==> src/rtl/nack_rd_arbiter.sv <==
// ============================================================================
// Module   : nack_rd_arbiter
// Purpose  : Round-robin share of one AXI4-style read adapter among
//            CLIENT_NUM requesters. Beat-counted completion; optional
//            watchdog under macro NACK_RD_ARB_TIMEOUT_EN.
// Revision : 1.0 - initial release
// ============================================================================
`default_nettype none

module nack_rd_arbiter #(
    parameter int CLIENT_NUM  = 4,
    parameter int DATA_WIDTH  = 512,
    parameter int ADDR_WIDTH  = 32,
    parameter int TLEN_WIDTH  = 8,
    parameter int TIMEOUT_CYC = 4096
) (
    input  logic                             sys_clk,
    input  logic                             sys_rst_n,
    input  logic [CLIENT_NUM*ADDR_WIDTH-1:0] cli_araddr,
    input  logic [CLIENT_NUM*TLEN_WIDTH-1:0] cli_arlen,
    input  logic [CLIENT_NUM-1:0]            cli_arvalid,
    output logic [CLIENT_NUM-1:0]            cli_arready,
    output logic [DATA_WIDTH-1:0]            cli_rdata,
    output logic [CLIENT_NUM-1:0]            cli_rlast,
    output logic [CLIENT_NUM-1:0]            cli_rvalid,
    input  logic [CLIENT_NUM-1:0]            cli_rready,
    output logic [ADDR_WIDTH-1:0]            cmd_araddr,
    output logic [TLEN_WIDTH-1:0]            cmd_arlen,
    output logic                             cmd_arvalid,
    input  logic                             cmd_arready,
    input  logic [DATA_WIDTH-1:0]            cmd_rdata,
    input  logic                             cmd_rlast,
    input  logic                             cmd_rvalid,
    output logic                             cmd_rready,
    output logic                             err_trig,
    output logic [31:0]                      dfx_sta
);

    localparam int IDX_W = (CLIENT_NUM > 1) ? $clog2(CLIENT_NUM) : 1;

    localparam logic [1:0] S_IDLE = 2'd0;
    localparam logic [1:0] S_CMD  = 2'd1;
    localparam logic [1:0] S_DATA = 2'd2;

    logic [1:0]            state;
    logic [IDX_W-1:0]      rr_ptr;
    logic [CLIENT_NUM-1:0] grant;
    logic [TLEN_WIDTH:0]   beat_cnt;
    logic                  ar_done;
    logic [15:0]           done_cnt;
    logic [7:0]            stray_cnt;
    logic                  rlast_seen;
    logic [2:0]            last_idx;
    logic                  to_sticky;

    logic                  pick_vld;
    logic [IDX_W-1:0]      pick_idx;
    logic                  busy;
    logic                  beats_done;
    logic                  final_beat;
    logic                  route;
    logic                  beat_acc;
    logic                  stray;
    logic                  complete;
    logic                  to_hit;

    // Circular search starting at rr_ptr; first valid requester wins.
    always_comb begin
        pick_vld = 1'b0;
        pick_idx = '0;
        for (int k = 0; k < CLIENT_NUM; k++) begin
            if (!pick_vld && cli_arvalid[(int'(rr_ptr) + k) % CLIENT_NUM]) begin
                pick_vld = 1'b1;
                pick_idx = IDX_W'((int'(rr_ptr) + k) % CLIENT_NUM);
            end
        end
    end

    assign busy       = (state != S_IDLE);
    // beat_cnt can run one past arlen when all beats land before cmd_arready.
    assign beats_done = (beat_cnt > {1'b0, cmd_arlen});
    assign final_beat = (beat_cnt == {1'b0, cmd_arlen});
    assign route      = busy && !beats_done;
    assign cmd_rready = route && (|(cli_rready & grant));
    assign beat_acc   = cmd_rvalid && cmd_rready;
    assign stray      = (state == S_IDLE) && cmd_rvalid;
    assign complete   = busy && (ar_done || cmd_arready) &&
                        ((beat_acc && final_beat) || beats_done);

    assign cli_rdata   = cmd_rdata;
    assign cli_rvalid  = (route && cmd_rvalid) ? grant : '0;
    assign cli_rlast   = (route && cmd_rvalid && final_beat) ? grant : '0;
    assign cli_arready = ((state == S_IDLE) && pick_vld) ?
                         (CLIENT_NUM'(1) << pick_idx) : '0;

`ifdef NACK_RD_ARB_TIMEOUT_EN
    localparam int TO_W = $clog2(TIMEOUT_CYC + 1);
    logic [TO_W-1:0] to_cnt;
    logic            to_clr;

    assign to_clr = !busy || beat_acc || cmd_arready;
    assign to_hit = !to_clr && (to_cnt == TO_W'(TIMEOUT_CYC - 1));

    always_ff @(posedge sys_clk or negedge sys_rst_n) begin
        if (!sys_rst_n) begin
            to_cnt <= '0;
        end else if (to_clr || to_hit) begin
            to_cnt <= '0;
        end else begin
            to_cnt <= to_cnt + 1'b1;
        end
    end
`else
    assign to_hit = 1'b0;
`endif

    always_ff @(posedge sys_clk or negedge sys_rst_n) begin
        if (!sys_rst_n) begin
            state       <= S_IDLE;
            rr_ptr      <= '0;
            grant       <= '0;
            beat_cnt    <= '0;
            ar_done     <= 1'b0;
            cmd_araddr  <= '0;
            cmd_arlen   <= '0;
            cmd_arvalid <= 1'b0;
            err_trig    <= 1'b0;
            done_cnt    <= '0;
            stray_cnt   <= '0;
            rlast_seen  <= 1'b0;
            last_idx    <= '0;
            to_sticky   <= 1'b0;
        end else begin
            err_trig <= stray || to_hit;
            if (stray && (stray_cnt != 8'hFF)) begin
                stray_cnt <= stray_cnt + 8'd1;
            end
            if (to_hit) begin
                to_sticky <= 1'b1;
            end
            if (beat_acc) begin
                beat_cnt <= beat_cnt + 1'b1;
                if (cmd_rlast) begin
                    rlast_seen <= 1'b1;
                end
            end
            case (state)
                S_IDLE: begin
                    if (pick_vld) begin
                        state       <= S_CMD;
                        cmd_araddr  <= cli_araddr[int'(pick_idx)*ADDR_WIDTH +: ADDR_WIDTH];
                        cmd_arlen   <= cli_arlen[int'(pick_idx)*TLEN_WIDTH +: TLEN_WIDTH];
                        cmd_arvalid <= 1'b1;
                        grant       <= CLIENT_NUM'(1) << pick_idx;
                        rr_ptr      <= (int'(pick_idx) == CLIENT_NUM - 1) ? '0 : pick_idx + 1'b1;
                        last_idx    <= 3'(pick_idx);
                        rlast_seen  <= 1'b0;
                        beat_cnt    <= '0;
                        ar_done     <= 1'b0;
                    end
                end
                S_CMD, S_DATA: begin
                    if (complete || to_hit) begin
                        state       <= S_IDLE;
                        grant       <= '0;
                        ar_done     <= 1'b0;
                        beat_cnt    <= '0;
                        cmd_arvalid <= 1'b0;
                        if (complete) begin
                            done_cnt <= done_cnt + 16'd1;
                        end
                    end else if ((state == S_CMD) && cmd_arready) begin
                        state       <= S_DATA;
                        cmd_arvalid <= 1'b0;
                        ar_done     <= 1'b1;
                    end
                end
                default: begin
                    state <= S_IDLE;
                end
            endcase
        end
    end

    assign dfx_sta = {to_sticky, last_idx, 1'b0, rlast_seen, state, stray_cnt, done_cnt};

endmodule

`default_nettype wire
==> config.mk <==
export PLATFORM = sky130hd
export DESIGN_NAME = nack_rd_arbiter
export DESIGN_NICKNAME = d
export VERILOG_FILES = /design/src/rtl/nack_rd_arbiter.sv
export SDC_FILE = /design/constraint.sdc
export NUM_CORES = 1
export LEC_CHECK = 0
export BUFFER_PORTS_ARGS = -buffer_cell sky130_fd_sc_hd__buf_2
export CELL_PAD_IN_SITES_DETAIL_PLACEMENT = 1
export CELL_PAD_IN_SITES_GLOBAL_PLACEMENT = 1
export CORE_AREA = 2 2 503 505
export DETAILED_ROUTE_END_ITERATION = 7
export DIE_AREA = 0 0 505 507
export PLACE_DENSITY = 0.3
export SLEW_MARGIN = 20
export SYNTH_ARGS = -nofsm -noshare
export SYNTH_HDL_FRONTEND = slang
export SYNTH_SLANG_ARGS = --single-unit
==> constraint.sdc <==
create_clock -name sys_clk -period 3 [get_ports sys_clk]
set_clock_uncertainty 0.2 [all_clocks]
set_input_delay 0.45 -clock sys_clk [delete_from_list [all_inputs] [get_ports sys_clk]]
set_output_delay 0.45 -clock sys_clk [all_outputs]
set_load 0.02 [all_outputs]
---- After elaboration in Yosys (flattened, before gate mapping) ----
Index checks and enable logic that the tools add are counted.
word-level totals
  bits in read-only memories .............. 0
  bits in latches ......................... 0
  bits in registers ....................... 87
  logic and storage cells ................. 120
  memories kept ........................... 0
  output and inout port bits .............. 599
  RAM bits ................................ 0
operators by class
  add/sub/neg operators ................... 7
  reductions and logical operators ........ 34
  shift operators ......................... 3
  bitwise operators ....................... 4
  equal/unequal tests ..................... 8
  muxes and demuxes ....................... 46
  divide/modulo/power cells ............... 0
  $lt $le $gt $ge ......................... 5
  multiply operators ...................... 0
operators with widths
  cell                                                        number
  variable part select 128 x 8 -> 32 bit                      1
  variable part select 32 x 6 -> 8 bit                        1
  two-way mux 9 bit                                           3
  two-way mux 1 bit                                           21
  two-way mux 4 bit                                           5
  case mux 9 bit (2 select lines)                             1
  adder 16 x 1 -> 16 bit, second input constant               1
  two-way mux 2 bit                                           8
  logical AND 1 bit                                           15
  less-than comparator 3 x 4 -> 1 bit, second input constant  3
  adder 9 x 1 -> 9 bit, second input constant                 1
  == test 9 x 8 -> 1 bit                                      1
  > comparator 9 x 8 -> 1 bit                                 1
  adder 8 x 1 -> 8 bit, second input constant                 1
  binary-select mux 1 bit (select 2 bit)                      4
  != test 8 bit, second input constant                        1
  case mux 4 bit (2 select lines)                             1
  OR reduction 2 bit                                          4
  AND reduction 2 bit                                         3
  AND reduction 3 bit                                         2
  adder 2 x 1 -> 2 bit, second input constant                 2
  adder 2 bit, second input constant                          2
  bitwise AND 4 bit                                           1
  == test 2 x 1 -> 1 bit, second input constant               2
  13 further kinds                                            22

---- Logic depth before layout (Yosys ltp) ----
  depth in word-level cells ............... 17
  gate-level depth with buffers ........... 10

---- Least setup slack after synthesis ----
OpenSTA, ideal clock, no wires.
  kind .................................... input -> output
  start point ............................. input port cli_arvalid[2]
  end point ............................... output port cli_arready[0]
  arrival time ............................ 2.241 ns
  data required time ...................... 2.350 ns
  path buffers ............................ 2
  stages .................................. 7
  path slack .............................. 0.109 ns
  cells stage by stage .................... a22o_1 a2111oi_4 buf_8 buf_12 inv_1 ha_1 and3_1
between the ends
  cells in the longest elaborated chain, start to end .. 14
  elaborated cells between the ends (all ways) .. 28
  those cells by class .................... shift: 1; mux: 20; reduce/logical: 7
ends and longest elaborated chain
  element                                  line  text
  start: declaration                       21    input logic [CLIENT_NUM-1:0] cli_arvalid,
  binary-select mux 1 bit (select 2 bit)   72    if (!pick_vld && cli_arvalid[(int'(rr_ptr) + k) % CLIENT_NUM]) begin
  two-way mux 1 bit (implied by the code)  72
  two-way mux 1 bit                        72
  logical NOT 1 bit                        72
  logical AND 1 bit                        72
  two-way mux 1 bit                        72
  logical NOT 1 bit                        72
  logical AND 1 bit                        72
  two-way mux 1 bit                        72
  logical NOT 1 bit                        72
  logical AND 1 bit                        72
  two-way mux 2 bit *                      72
  named net pick_idx[0]                    57    logic [IDX_W-1:0] pick_idx;
  left shift 1 x 2 -> 4 bit *              94    (CLIENT_NUM'(1) << pick_idx) : '0;
  two-way mux 4 bit *                      93    assign cli_arready = ((state == S_IDLE) && pick_vld) ?
  end: declaration                         22    output logic [CLIENT_NUM-1:0] cli_arready,
The timed path passes the listed nets; every way through them passes the cells marked *. The select of a mux whose other input is x is not followed.

---- Worst setup path after layout ----
  start point ............................. register cmd_arlen[6]
  end point ............................... output port cli_rvalid[2]
between the ends
  cells in the longest elaborated chain, start to end .. 5
ends and longest elaborated chain
  element                      line  text
  start: declaration           28    output logic [TLEN_WIDTH-1:0] cmd_arlen,
  start signal: assignment     152   cmd_arlen <= cli_arlen[int'(pick_idx)*TLEN_WIDTH +: TLEN_WIDTH];
  > comparator 9 x 8 -> 1 bit  81    assign beats_done = (beat_cnt > {1'b0, cmd_arlen});
  logical NOT 1 bit            83    assign route = busy && !beats_done;
  logical AND 1 bit            83
  logical AND 1 bit            91    assign cli_rvalid = (route && cmd_rvalid) ? grant : '0;
  two-way mux 4 bit            91
  end: declaration             25    output logic [CLIENT_NUM-1:0] cli_rvalid,
Every way passes these cells.

==> out/results.txt <==
fin. max-slew vios - 0
GRT Resource Usage Total - 7.87%
Critical Path RT - 2.35 ns
critical path class - reg -> out
sequential area share after synthesis - 24.0%
vias in the first global route - 6994
via count - 6342
Synth Flop Type - dfrtp_1
final worst-path cycle share - 98.3%
Pre-antenna DRT Iters - 4
core area - 250000 um2
Net count, final - 1517
Post-synth ARST share - 100%
Max clock buf depth - 2
DIE WIDTH - 505 um
worst vdd ir - 0.382 mV
most common cell after layout, fill and taps aside - buf_2
Placer Congestion - 0.710
Period minus WS final - 2.95 ns
placed cells - 4141
placement row count - 184
I/O Pins - 1284
clk_lat worst skew - 0.43 ns
initial antenna violation count - 11
Syn. warnings - 0
Critical R2R Capture - beat_cnt[3]
Clock power frac - 17.5%
hold path endpoint - cmd_araddr[14]
EDFF count, synth - 0
grt ovf - 0
drt via density - 1.52
Least-Margin Pin Slew - 0.554 ns
Port Buffers - 256
first-pass GRT wire length - 120000 um
cell taking the most area after synthesis - buf_4
maximum fanout along the worst path - 5
Reg2Reg Depth - 10
Pleak - 3.92 nW
DRC violations left - 0
final worst setup slack - 0.0497 ns
crit path capture type - primary output
initial drt markers - 247
slack of the worst reg-to-reg path - 0.24 ns
final hold viol count - 0
final setup violation count - 0
Starting Density - 3.62%
status - complete, no violations
post-DR wirelength/cell - 25.1 um
Pint - 0.00401 W
max_slew headroom - 63.1%
clock sink count - 87
most frequent cells in the layout - buf_2 (246), dfrtp_1 (87), buf_4 (62)
M1 wire length - 13600 um
die area - 256000 um2
layout overhead on the synthesized area - 27.9%
cell at the root of the clock tree - clkbuf_16
top routing layer used - met5
Worst Setup Start Kind - flop
Reg power frac - 22.9%
Sw Share - 50.2%
Hold Crit Class - in -> reg
Synth Register Bits - 87
Die Y-Extent - 507 um
metal2 WL - 48000 um
Yosys cell types - 44
largest net degree at the start of global routing - 47
WP data arrival - 2.30 ns
Psw - 0.00404 W
H-Tree Level Count - 3
synth top area cells - buf_4 (43%), dfrtp_1 (24%), mux2i_1 (4.5%), mux2_2 (3.7%), o22ai_1 (3.1%)
hold path start - cli_araddr[78]
r2r startpoint - cmd_arlen[7]
metal3 WL - 34400 um
fmax - 0.339 GHz
PwrDens - 694 nW/um2
Comb pwr share - 59.6%
top-area cell type share of the netlist area - 42.8%
Mapped Area - 9060 um2
Num CTS Buffers - 9
CTS clk-pin slew, worst paths - 0.11 ns
worst slack, placed - -0.0328 ns
Non-Filler Instances - 4169
Routed Wire Length - 104000 um
post-route ant nets - 0
Post-Syn Instances - 1021
HPWL after DPL - 94600 um
share of layout cells above drive strength 1 - 49.0%
hold path cells - 3
max cap viols - 0
Mean Syn Cell Area - 8.87 um2
unrepaired setup endpoints after global routing - yes
TritonCTS clock tree - done
[how the worst max path moves through the flow]
stage,startpoint,end,depth (start not counted)
after CTS,beat_cnt[6],cli_rvalid[2],9
final,cmd_arlen[6],cli_rvalid[2],10
after detailed placement,cmd_arlen[3],beat_cnt[3],10
after global routing,cmd_arlen[6],cli_rvalid[2],10
after global placement,cmd_arlen[3],beat_cnt[1],10
after floorplan,cli_arvalid[2],cli_arready[0],7
[flip-flops by register name, indices dropped and copies added (netlist names)]
register	flops
beat_cnt	9
cmd_arlen	8
stray_cnt	8
rr_ptr	2
done_cnt	16
cmd_arvalid	1
cmd_araddr	32
ar_done	1
rlast_seen	1
last_idx	2
state	2
err_trig	1
grant	4
[per-stage QoR]
step / hold WS (ns) / setup TNS [ns] / utilization [%] / power [W] / cell area, um2
finish: 0.100 / 0 / 4.63 / 0.00805 / 11600
global route: 0.0810 / -0.460 / 4.63 / 0.00871 / 11600
CTS: 0.0427 / -0.236 / 4.58 / 0.00842 / 11500
detailed placement: 0.127 / -0.195 / 4.41 / 0.00678 / 11100
global placement: 0.129 / -0.143 / 4.41 / 0.00677 / 11100
floorplan: -0.0456 / 0 / - / 0.00536 / 9070
[synthesized netlist by cell type, types with 4 or more instances]
| cell | count |
|---|---|
| nand2_1 | 29 |
| buf_4 | 516 |
| buf_12 | 4 |
| o22ai_1 | 45 |
| nand3_1 | 11 |
| and3_1 | 21 |
| mux2_2 | 30 |
| nor2_1 | 18 |
| xor2_1 | 6 |
| a211oi_1 | 5 |
| xnor2_1 | 23 |
| o21ai_0 | 5 |
| ha_1 | 18 |
| dfrtp_1 | 87 |
| a21oi_1 | 56 |
| mux2i_1 | 41 |
| a22o_1 | 4 |
| and4_1 | 4 |
| inv_1 | 14 |
| clkbuf_1 | 22 |
| mux2_1 | 12 |
| and2_1 | 6 |
| nand4_1 | 11 |
[worst max-delay path: stages (launching register included)]
cell,delay (ns)
dfrtp_1,0.40
inv_2,0.07
ha_4,0.20
a21o_1,0.16
a211oi_2,0.28
buf_4,0.19
a21oi_2,0.08
nand2_4,0.07
buf_6,0.12
and3_4,0.19
buf_6,0.11
[power groups by stage]
stage | Sequential [W] | Combinational, W | Clock [W]
global route | 0.00190 | 0.00524 | 0.00158
CTS | 0.00186 | 0.00498 | 0.00158
floorplan | 0.00226 | 0.00310 | 0
finish | 0.00185 | 0.00479 | 0.00141
global placement | 0.00187 | 0.00490 | 0
detailed placement | 0.00187 | 0.00491 | 0
[metal layers]
| layer | GRT usage (%) | up-vias |
|---|---|---|
| met3 | 11.9 | 333 |
| met5 | 0 | - |
| met1 | 2.96 | 2721 |
| met4 | 6.14 | 4 |
| li1 | - | 2483 |
| met2 | 12.6 | 801 |
[final cells by class]
type                            count  area (um2)
Clock buffer                        9         225
Multi-Input combinational cell    374        2870
Fill cell                       30100      239000
Sequential cell                    87        2180
Antenna cell                        2        5.00
Timing Repair Buffer              327        2000
Inverter                           15        56.3
Clock inverter                      7        73.8
Tap cell                         3348        4190
[timing repair]
item                                    4_1_cts  5_1_grt
hold buffers                                  1        0
gates resized for setup                      23       17
hold endpoints to repair                     52        0
buffers inserted                              4        5
pin swaps                                     4        4
endpoints found under the setup margin       18        9
[cell families after synthesis]
kind of cell | synth area share (%)
AO/OA/AOI/OAI | 8.51
adder cells (fa/ha/maj) | 2.49
multiplexers | 9.75
other | 0.0414
buffers and inverters | 45.8
XOR/XNOR | 2.80
flip-flops | 24.0
AND/OR/NAND/NOR | 6.60
(Power assumes the default switching activity.)
